--- config.mk ---
export PLATFORM = sky130hd
export DESIGN_NAME = image_frame_writer
export DESIGN_NICKNAME = d
export VERILOG_FILES = /design/src/rtl/image_pkg.sv /design/src/rtl/frame_pos_counter.sv /design/src/rtl/image_frame_writer.sv
export SDC_FILE = /design/constraint.sdc
export NUM_CORES = 1
export LEC_CHECK = 0
export ABC_AREA = 0
export BUFFER_PORTS_ARGS = -buffer_cell sky130_fd_sc_hd__buf_2
export CORE_UTILIZATION = 40
export CTS_CLUSTER_DIAMETER = 200
export DETAILED_ROUTE_END_ITERATION = 16
export SETUP_SLACK_MARGIN = 0.5
export SLEW_MARGIN = 10
export SYNTH_ARGS = -nofsm -noshare
export SYNTH_HDL_FRONTEND = slang
export SYNTH_SLANG_ARGS = --single-unit
--- constraint.sdc ---
create_clock -name clk -period 7.2 [get_ports clk]
set_input_delay 0.72 -clock clk [delete_from_list [all_inputs] [get_ports clk]]
set_output_delay 0.72 -clock clk [all_outputs]
set_load 0.01 [all_outputs]
--- src/rtl/image_pkg.sv ---
// Frame buffer geometry shared by the frame writer and the RAM block,
// plus the writer FSM state type.
package image_pkg;

  localparam int IMG_W      = 320;
  localparam int IMG_H      = 240;
  localparam int DATA_WIDTH = 8;
  localparam int ADDR_WIDTH = 17;
  localparam int MEM_DEPTH  = IMG_W * IMG_H;

  typedef enum logic [1:0] {
    IDLE,
    CAPTURE,
    HOLD
  } state_t;

endpackage

--- src/rtl/frame_pos_counter.sv ---
// Raster position tracker: owns col/row/line_base and produces the linear
// RAM address by accumulation, so no multiplier is needed.
module frame_pos_counter #(
  parameter int IMG_W      = image_pkg::IMG_W,
  parameter int IMG_H      = image_pkg::IMG_H,
  parameter int ADDR_WIDTH = image_pkg::ADDR_WIDTH
) (
  input  logic                  clk,
  input  logic                  rst_n,
  input  logic                  step,
  input  logic                  sof,
  input  logic                  eol,
  output logic [ADDR_WIDTH-1:0] addr,
  output logic                  last_col,
  output logic                  last_row
);

  localparam int COL_W = (IMG_W > 1) ? $clog2(IMG_W) : 1;
  localparam int ROW_W = (IMG_H > 1) ? $clog2(IMG_H) : 1;

  logic [COL_W-1:0]      col, col_eff;
  logic [ROW_W-1:0]      row, row_eff;
  logic [ADDR_WIDTH-1:0] line_base, base_eff;

  // An sof pixel sees the position as freshly reloaded, so its own eol
  // and last-column checks run against column 0 of row 0.
  always_comb begin
    col_eff  = sof ? '0 : col;
    row_eff  = sof ? '0 : row;
    base_eff = sof ? '0 : line_base;
    last_col = (col_eff == COL_W'(IMG_W - 1));
    last_row = (row_eff == ROW_W'(IMG_H - 1));
    addr     = base_eff + ADDR_WIDTH'(col_eff);
  end

  always_ff @(posedge clk or negedge rst_n) begin
    if (!rst_n) begin
      col       <= '0;
      row       <= '0;
      line_base <= '0;
    end else if (step) begin
      if (last_col || eol) begin
        col <= '0;
        if (last_row) begin
          row       <= '0;
          line_base <= '0;
        end else begin
          row       <= row_eff + ROW_W'(1);
          line_base <= base_eff + ADDR_WIDTH'(IMG_W);
        end
      end else begin
        col       <= col_eff + COL_W'(1);
        row       <= row_eff;
        line_base <= base_eff;
      end
    end
  end

endmodule

--- src/rtl/image_frame_writer.sv ---
// Camera-side writer for the frame buffer RAM: registered write port, frame
// and line geometry checking. FRAME_STATS_EN adds frame/error counters.
module image_frame_writer
  import image_pkg::*;
#(
  parameter int IMG_W      = image_pkg::IMG_W,
  parameter int IMG_H      = image_pkg::IMG_H,
  parameter int DATA_WIDTH = image_pkg::DATA_WIDTH,
  parameter int ADDR_WIDTH = image_pkg::ADDR_WIDTH
) (
  input  logic                  clk,
  input  logic                  rst_n,
  input  logic                  pix_valid,
  input  logic [DATA_WIDTH-1:0] pix_data,
  input  logic                  pix_sof,
  input  logic                  pix_eol,
  input  logic                  continuous,
  input  logic                  arm,
  output logic                  mem_wr_en,
  output logic [ADDR_WIDTH-1:0] mem_addr,
  output logic [DATA_WIDTH-1:0] mem_data,
  output logic                  busy,
  output logic                  frame_done,
  output logic                  frame_err,
  output logic [15:0]           frame_cnt,
  output logic [15:0]           err_cnt
);

  state_t                state, state_next;
  logic                  err_flag;
  logic [ADDR_WIDTH-1:0] addr;
  logic                  last_col, last_row;
  logic                  accept, restart, done, line_err, err_next;

  frame_pos_counter #(
    .IMG_W     (IMG_W),
    .IMG_H     (IMG_H),
    .ADDR_WIDTH(ADDR_WIDTH)
  ) u_pos (
    .clk     (clk),
    .rst_n   (rst_n),
    .step    (accept),
    .sof     (pix_sof),
    .eol     (pix_eol),
    .addr    (addr),
    .last_col(last_col),
    .last_row(last_row)
  );

  // A line is in error when eol and the last column disagree: an early eol
  // is a short line, a missing eol on the last column is a long line.
  always_comb begin
    accept     = pix_valid && (state == CAPTURE || (state == IDLE && pix_sof));
    restart    = pix_valid && pix_sof && (state == CAPTURE);
    done       = accept && (last_col || pix_eol) && last_row;
    line_err   = pix_eol ^ last_col;
    err_next   = (pix_sof ? 1'b0 : err_flag) | line_err;
    state_next = state;
    case (state)
      IDLE:    if (accept) state_next = CAPTURE;
      CAPTURE: state_next = CAPTURE;
      HOLD:    if (arm) state_next = IDLE;
      default: state_next = IDLE;
    endcase
    if (done) state_next = continuous ? IDLE : HOLD;
  end

  always_ff @(posedge clk or negedge rst_n) begin
    if (!rst_n) begin
      state      <= IDLE;
      err_flag   <= 1'b0;
      busy       <= 1'b0;
      mem_wr_en  <= 1'b0;
      mem_addr   <= '0;
      mem_data   <= '0;
      frame_done <= 1'b0;
      frame_err  <= 1'b0;
    end else begin
      state      <= state_next;
      busy       <= (state_next == CAPTURE);
      mem_wr_en  <= accept;
      frame_done <= done;
      frame_err  <= restart || (done && err_next);
      if (accept) begin
        mem_addr <= addr;
        mem_data <= pix_data;
        err_flag <= err_next;
      end
    end
  end

`ifdef FRAME_STATS_EN
  // Frame count wraps; error count saturates so a flood of bad frames stays visible.
  always_ff @(posedge clk or negedge rst_n) begin
    if (!rst_n) begin
      frame_cnt <= '0;
      err_cnt   <= '0;
    end else begin
      if (frame_done) frame_cnt <= frame_cnt + 16'd1;
      if (frame_err && err_cnt != 16'hFFFF) err_cnt <= err_cnt + 16'd1;
    end
  end
`else
  assign frame_cnt = '0;
  assign err_cnt   = '0;
`endif

endmodule

Word level (Yosys, flattened, before mapping)

Cells that the tools add are included.

Add/sub/neg operators: 4
Eq/ne operators: 5
Muxes and demuxes: 14
Bitwise gates (word level): 2
Reduce and logical (&&, ||, !) cells: 11

Operators with widths:

| kind                                                            | number |
|---|---|
| 17-bit two-way mux                                              | 3 |
| 8-bit two-way mux                                               | 3 |
| 9-bit two-way mux                                               | 2 |
| 17-bit by 9-bit adder with 17-bit output                        | 1 |
| 17-bit by 9-bit adder with 17-bit output, second input constant | 1 |
| 9-bit by 1-bit adder with 9-bit output, second input constant   | 1 |
| 9-bit == test, second input constant                            | 1 |
| 8-bit by 1-bit adder with 8-bit output, second input constant   | 1 |
| 8-bit == test, second input constant                            | 1 |
| 2-bit two-way mux                                               | 4 |
| 1-bit logical AND                                               | 7 |
| 2-bit case mux with 3 select lines                              | 1 |
| 2-bit by 1-bit == test with 1-bit output, second input constant | 2 |
| 1-bit logical OR                                                | 3 |
| 2-bit == test, second input constant                            | 1 |
| 2-bit logical NOT                                               | 1 |
| 1-bit two-way mux                                               | 1 |
| 1-bit OR                                                        | 1 |
| 1-bit bitwise XOR                                               | 1 |

Bits in registers: 66
Input bits: 15
Output and inout port bits: 61
Word-level logic and storage cells: 47

Depth between registers and ports, before layout

Gate-level depths: netlist (run 1).

Depth after elaboration: 8
Gate-level depth with buffers: 14
Gate-level depth less buffers: 11

By module

From an unflattened synthesis (run 1), not the netlist that was laid out.

Cell total of the unflattened synthesis: 432
Area, all modules: 4296.6 µm²

By module, submodules not included:

| module             | instances | cells each | area an instance (µm²) |
|---|---|---|---|
| frame_pos_counter  | 1         | 318        | 2733.9 |
| image_frame_writer | 1         | 114        | 1562.7 |

Worst setup path before layout (run 1)

No wires, ideal clock.

Kind: input -> register
Start point: input pix_sof
End point: register u_pos.line_base[8]
Setup time: 0.121 ns
Arrival: 3.085 ns
Data required time: 7.079 ns
Setup slack: 3.994 ns
Stages: 13
Path buffers: 4
Path through: buf_6 -> buf_2 -> nor3b_2 -> nand2_1 -> or4b_1 -> ha_1 -> nor2b_1 -> and4_1 -> buf_2 -> a211o_1 -> buf_4 -> o21ai_1 -> a22o_1

Word-level cells in the longest chain between the ends: 4
Elaborated cells between the ends (all ways): 12

Ends and longest elaborated chain:

| item                                                             | line                                             | source |
|---|---|---|
| from (decl)                                                      | image_frame_writer.sv:15                         | `input logic pix_sof,` |
| 17-bit two-way mux (tied with other cells)                       | frame_pos_counter.sv:30                          | `base_eff = sof ? '0 : line_base;` |
| 17-bit by 9-bit adder with 17-bit output (tied with other cells) | frame_pos_counter.sv:49                          | `line_base <= base_eff + ADDR_WIDTH'(IMG_W);` |
| 17-bit two-way mux or 1-bit logical OR (tied branches)           | frame_pos_counter.sv:44, frame_pos_counter.sv:42 |  |
| 17-bit two-way mux                                               | frame_pos_counter.sv:42                          | `if (last_col \|\| eol) begin` |
| to (signal assigned)                                             | frame_pos_counter.sv:49                          |  |
| to (signal assigned)                                             | frame_pos_counter.sv:54                          | `line_base <= base_eff;` |
| to (decl)                                                        | frame_pos_counter.sv:23                          | `logic [ADDR_WIDTH-1:0] line_base, base_eff;` |

Parallel ways exist; a longest one is shown, timed or not.
A chain may end at the register's enable or synchronous reset.

Final worst setup path (run 1)

Start point: register u_pos.col[1]
End point: register u_pos.row[5]

Word-level cells in the longest chain between the ends: 4

Ends and longest elaborated chain:

| item                   | line                    | source |
|---|---|---|
| from (decl)            | frame_pos_counter.sv:21 | `logic [COL_W-1:0] col, col_eff;` |
| from (signal assigned) | frame_pos_counter.sv:52 | `col <= col_eff + COL_W'(1);` |
| 9-bit two-way mux      | frame_pos_counter.sv:28 | `col_eff = sof ? '0 : col;` |
| 9-bit == test          | frame_pos_counter.sv:31 | `last_col = (col_eff == COL_W'(IMG_W - 1));` |
| 1-bit logical OR       | frame_pos_counter.sv:42 |  |
| 8-bit two-way mux      | frame_pos_counter.sv:42 |  |
| to (signal assigned)   | frame_pos_counter.sv:48 | `row <= row_eff + ROW_W'(1);` |
| to (signal assigned)   | frame_pos_counter.sv:53 | `row <= row_eff;` |
| to (decl)              | frame_pos_counter.sv:22 | `logic [ROW_W-1:0] row, row_eff;` |

Every way passes these cells.

==> flow_metrics.py, run 1 <==
metrics = {
    "place": {
        "dp_hpwl_mm": 5.44,
        "placed_cells": 594,
        "io_buffers": 43,
        "place_area_mm2": 0.00411,
        "preCtsSetupSlack_ps": 3300,
        "gp_congestion": 0.758,
    },
    "logic_synthesis": {
        "synth.most_common_cell": "nand2_1",
        "ys_top_cells_by_area": "dfrtp_1 (42%), nand2_1 (7.1%), buf_4 (6.7%)",
        "synth_area_mm2": 0.00394,
        "synth_warnings": 0,
        "syn_avg_cell_area_um2": 8.91,
        "synth_flop_cell": "dfrtp_1",
        "ys_ff_latch": 66,
        "netlist_top_cells_count": "nand2_1 (74), dfrtp_1 (66), o21ai_0 (38), buf_4 (35), nor2b_1 (21)",
        "ys_seq_area_share_pct": 41.9,
        "postSynthCellCount": 442,
        "yosysTopAreaCell": "dfrtp_1",
        "synth_top_cell_area_share_pct": 41.9,
        "async_reset_ff_share_pct": 100,
        "synth_edf_count": 0,
        "synth_cell_type_count": 56,
    },
    "timing": {
        "slew_violations": 0,
        "worst_slew_pin_slew_ps": 837,
        "fmax_ghz": 0.276,
        "holdWs_ps": 473,
        "hold_viol_final": 0,
        "fin_skew_ps": 10.5,
        "rsz0062_at_grt": "no",
        "min_period_over_period_pct": 50.3,
        "finalSetupViolCount": 0,
        "worst_slack_ps": 3580,
        "post-route-min-period_ps": 3620,
        "setup-tns-final_ps": 0,
        "relSlewSlack_pct": 44.2,
    },
    "cts": {
        "clkLatencyLatePin_ps": 340,
        "hold_buffers": 0,
        "postCtsSetupRepairBufs": 0,
        "clockBufferDepth": 2,
        "cts_root_buf": "clkbuf_8",
        "cts_buffers": 9,
        "cts_num_sinks": 66,
        "cts.htree.levels": 3,
        "cts_tree": "built",
        "clkTransAtPathRegs_ps": 70,
        "post_cts_resized": 0,
    },
    "layout": {
        "finalNetCount": 500,
        "fin_cells": 610,
        "syn_to_final_growth_pct": 8.90,
        "finalInstanceArea_mm2": 0.00429,
        "drive_above_1_share_pct": 15.6,
        "final_core_util_pct": 45.8,
        "diodes": 0,
    },
    "power": {
        "switching_share_pct": 27.2,
        "p_per_area_mw_per_mm2": 182,
        "internal_power_mw": 0.569,
        "leakage_nw": 2.15,
        "p_switching_mw": 0.213,
        "vdd_drop_max_mv": 0.0901,
        "power.total_mw": 0.782,
        "clockPowerShare_pct": 37.4,
        "p_comb_share_pct": 11.4,
        "seq_power_share_pct": 51.2,
    },
    "floorplanning": {
        "die-area_mm2": 0.0102,
        "die_x_um": 101,
        "initial_utilization_pct": 42.0,
        "rows": 35,
        "io-pin-count": 76,
        "die_height_um": 101,
        "fp.coreArea_mm2": 0.00937,
    },
    "drt": {
        "wire_per_inst_um": 13.4,
        "drc": 0,
        "ant_nets": 0,
        "drtIter0Drc": 152,
        "avgViaCountPerCell": 5.00,
        "firstDrtPassIters": 4,
        "vias": 3050,
        "finalWirelength_mm": 8.15,
    },
    "worst_setup_path": {
        "crit_type": "reg2reg",
        "cp.required_ps": 7430,
        "worst-path-max-fanout": 14,
        "cp_slowest_stage_delay_ps": 610,
        "start_kind": "flop",
        "cpMaxStageDelayCell": "dfrtp_1",
        "crit_chain": "nand4_2 > nor3b_2 > nand2_1 > or4b_1 > ha_1 > nor2b_1 > and4_1 > a211o_1 > o21ai_0 > a22o_1",
        "end_kind": "flop",
        "cp.arrival_ps": 3860,
        "rrSetupSlack_ps": 3580,
    },
    "outcome": {
        "status": "complete, no violations",
    },
    "global_route": {
        "grt_max_degree": 67,
        "grt_usage_pct": 17.5,
        "gr-total-overflow": 0,
        "grt_first_pass_wirelength_mm": 13.9,
        "antenna_found_initial": 0,
        "grt_pass1_vias": 2905,
    },
    "min_path": {
        "hold_path_class": "reg2reg",
    },
    "run": {
        "cap_violations": 0,
    },
}
==> cell families (layout without fill, tap and decap cells) <==
| kind of cell | Yosys count | in the layout | share of synthesized area [%] |
|---|---|---|---|
| AO/OA/AOI/OAI | 107 | 107 | 17.0 |
| XOR/XNOR | 23 | 23 | 5.31 |
| adder cells (fa/ha/maj) | 9 | 9 | 2.86 |
| buffers and inverters | 64 | 72 | 9.91 |
| flip-flops | 66 | 66 | 41.9 |
| other | 1 | 32 | 0.0952 |
| AND/OR/NAND/NOR | 172 | 172 | 22.8 |
==> path summary, 6_finish.rpt <==
check | from | to | cells after the start
setup / recovery | u_pos.col[1] | u_pos.row[5] | 10
hold / removal | u_pos.line_base[16] | u_pos.line_base[16] | 1
setup reg to reg | u_pos.col[1] | u_pos.row[5] | 10
hold reg to reg | u_pos.line_base[16] | u_pos.line_base[16] | 1
max in group asynchronous | rst_n | u_pos.line_base[11] | 2
min in group asynchronous | rst_n | mem_addr[0] | 2
==> sequential cells by signal (all words and copies together) (netlist names) <==
| register | flops |
|---|---|
| mem_addr | 17 |
| mem_data | 8 |
| u_pos.col | 9 |
| mem_wr_en | 1 |
| frame_done | 1 |
| state | 2 |
| busy | 1 |
| u_pos.row | 8 |
| u_pos.line_base | 17 |
| frame_err | 1 |
| err_flag | 1 |
==> placed cells by master, fill, tap and decap left out, drive strengths merged, types with 3 or more instances in the layout <==
master  Yosys  routed
nand3      11      11
nor3b       3       3
conb        1      32
a31oi       4       4
a21o        6       6
dfrtp      66      66
a21oi      19      19
a22o        7       7
xnor2      10      10
xor2       13      13
buf        45      45
and3       12      12
and4        3       3
clkbuf      8      14
ha          9       9
nor2b      21      21
o31ai       3       3
nand2      74      74
nand4       5       5
nor2       19      19
inv        11      11
nand4b      3       3
o21ai      55      55
and2        3       3
nor3        8       8
==> power by group through the flow <==
stage | combinational [mW] | sequential (mW) | clock, mW
floorplan | 0.0722 | 0.406 | 0
global placement | 0.0888 | 0.406 | 0
detailed placement | 0.0896 | 0.407 | 0
CTS | 0.0901 | 0.400 | 0.299
global route | 0.102 | 0.402 | 0.316
finish | 0.0890 | 0.400 | 0.292
==> layer usage <==
layer,up-vias,wire length (um),GRT usage (%)
li1,1531,-,-
met1,1422,4160,24.1
met2,83,3490,27.1
met3,14,324,2.97
met4,0,167,7.47
met5,-,0,0
==> critical path: cells and delay by family, from the launching register on <==
family	cells	cell delay [ps]
AO/OA/AOI/OAI	3	810
AND/OR/NAND/NOR	6	1730
adder cells (fa/ha/maj)	1	380
flip-flops	1	610
==> layout make-up <==
| class | instances | area (um^2) |
|---|---|---|
| Clock buffer | 14 | 173 |
| Clock inverter | 2 | 10.0 |
| Fill cell | 955 | 5080 |
| Inverter | 11 | 41.3 |
| Multi-Input combinational cell | 343 | 2020 |
| Sequential cell | 66 | 1650 |
| Tap cell | 129 | 161 |
| Timing Repair Buffer | 45 | 230 |
Note: power is estimated with default switching activity, not from simulation.
==> run 2, diff against run 1 <==
==> constraint.sdc (replaced) <==
create_clock -name clk -period 3.1 [get_ports clk]
set_input_delay 0.31 -clock clk [delete_from_list [all_inputs] [get_ports clk]]
set_output_delay 0.31 -clock clk [all_outputs]
set_load 0.01 [all_outputs]
==> flow_metrics.py, run 2 (same netlist as run 1, synthesis figures left out) <==
metrics = {
    "floorplanning": {
        "die_height_um": 101,
        "initial_utilization_pct": 42.0,
        "fp.coreArea_mm2": 0.00937,
        "die_x_um": 101,
        "io-pin-count": 76,
        "rows": 35,
        "die-area_mm2": 0.0102,
    },
    "timing": {
        "post-route-min-period_ps": 2590,
        "rsz0062_at_grt": "yes",
        "worst_slew_pin_slew_ps": 559,
        "fmax_ghz": 0.386,
        "fin_skew_ps": 10.7,
        "finalSetupViolCount": 0,
        "setup-tns-final_ps": 0,
        "slew_violations": 0,
        "worst_slack_ps": 506,
        "min_period_over_period_pct": 83.7,
        "relSlewSlack_pct": 62.7,
        "hold_viol_final": 0,
    },
    "place": {
        "preCtsSetupSlack_ps": 133,
        "dp_hpwl_mm": 5.76,
        "place_area_mm2": 0.00417,
        "io_buffers": 43,
        "gp_congestion": 0.800,
    },
    "layout": {
        "fillCellCount": 925,
        "final_common_cell": "nand2_1",
        "finalInstanceArea_mm2": 0.00459,
        "reg_top3": "mem_addr x17, u_pos.line_base x17, u_pos.col x9",
        "multi_input_area_mm2": 0.00212,
        "syn_to_final_growth_pct": 16.5,
        "drive_above_1_share_pct": 23.0,
        "layout_common_cells": "nand2_1 (72), dfrtp_1 (63), buf_2 (43)",
        "regArea_mm2": 0.00166,
        "finalNetCount": 520,
        "diodes": 0,
    },
    "worst_setup_path": {
        "start_kind": "flop",
        "crit_start": "u_pos.col[0]",
        "reg2reg_from": "u_pos.col[0]",
        "end_kind": "flop",
        "crit_type": "reg2reg",
        "cp.required_ps": 3320,
        "cp.arrival_ps": 2820,
        "worst-path-max-fanout": 6,
    },
    "global_route": {
        "grt_usage_pct": 18.1,
        "gr-total-overflow": 0,
        "grt_first_pass_wirelength_mm": 14.4,
        "grt_max_degree": 45,
        "antenna_found_initial": 0,
        "grt_pass1_vias": 2869,
    },
    "drt": {
        "ant_nets": 0,
        "drtIter0Drc": 119,
        "firstDrtPassIters": 6,
        "vias": 3135,
        "wire_per_inst_um": 13.6,
        "drc": 0,
        "finalWirelength_mm": 8.56,
        "avgViaCountPerCell": 4.98,
    },
    "power": {
        "leakage_nw": 2.29,
        "p_comb_share_pct": 12.6,
        "p_per_area_mw_per_mm2": 418,
        "internal_power_mw": 1.42,
        "vdd_drop_max_mv": 0.221,
        "power.total_mw": 1.92,
        "switching_share_pct": 26.1,
        "clockPowerShare_pct": 39.2,
        "seq_power_share_pct": 48.2,
        "p_switching_mw": 0.501,
    },
    "cts": {
        "cts_num_sinks": 66,
        "cts_buffers": 9,
        "cts.htree.levels": 3,
        "clkTransAtPathRegs_ps": 70,
        "cts_root_buf": "clkbuf_8",
        "cts_tree": "built",
        "clockBufferDepth": 2,
        "clkLatencyLatePin_ps": 340,
    },
    "min_path": {
        "min-delay-start": "continuous",
        "hold_path_class": "in2reg",
    },
    "outcome": {
        "status": "complete, no violations",
    },
    "run": {
        "cap_violations": 0,
    },
}
run 2: cell count changes in the layout (fill, tap and decap cells not counted), sizes merged:
cell | before | now
clkinv | 2 | 1
bufinv | 0 | 1
dlygate4sd3 | 0 | 1
buf | 45 | 64
clkbuf | 14 | 13
run 2: final timing paths:
check	endpoint	slack, ps	cells after the start
setup / recovery	u_pos.line_base[12]	510	12
hold / removal	state[1]	150	2
setup reg to reg	u_pos.line_base[12]	510	12
hold reg to reg	u_pos.line_base[16]	470	1
max in group asynchronous	u_pos.col[4]	1660	3
min in group asynchronous	mem_addr[0]	470	2
run 2: per-stage QoR:
step	cells	utilization, %	hold WS, ps
finish	629	48.9	148
global route	629	48.9	145
global placement	600	44.5	319
floorplan	473	-	14.4
detailed placement	600	44.5	310
CTS	623	47.8	139
run 2: power by group through the flow:
stage                     clock (mW)  sequential [mW]  combinational [mW]
after floorplan                    0            0.944               0.172
after global placement             0            0.939               0.222
after detailed placement           0            0.941               0.224
after CTS                      0.777            0.924               0.232
after global routing           0.812            0.929               0.277
final                          0.753            0.925               0.242
run 2: worst max-delay path, cell delays in order (launching register included):
cell     delay (ps)
dfrtp_1         390
nand4_4         130
nor3b_4         210
nand2_2          70
or4b_4          500
ha_4            200
nor2b_4         110
and4_4          280
a211o_4         170
buf_6           120
nor2b_1          40
o21ai_0         190
o21ai_1          90
run 2: cell type report:
type                       count  area share (%)
timing repair buffer          65            8.78
sequential                    66            36.1
multi-input combinational    343            46.3
clock inverter                 2           0.764
clock buffer                  13            3.68
inverter                      11           0.900
tap                          129            3.52
run 2: layer usage:
metal	wire (um)	vias up	global-route usage, %
met5	0	-	0
met4	134	0	6.69
met3	403	11	3.24
met2	3700	96	26.7
met1	4320	1459	26.4
li1	-	1569	-
run 2: timing repair:
| action | in CTS | in global routing |
|---|---|---|
| gates cloned | 0 | 1 |
| hold buffers | 1 | 0 |
| buffers inserted | 7 | 5 |
| resized for setup | 14 | 21 |
| endpoints found under the hold margin | 22 | 0 |
| endpoints found under the setup margin | 33 | 26 |
| pin swaps | 6 | 10 |
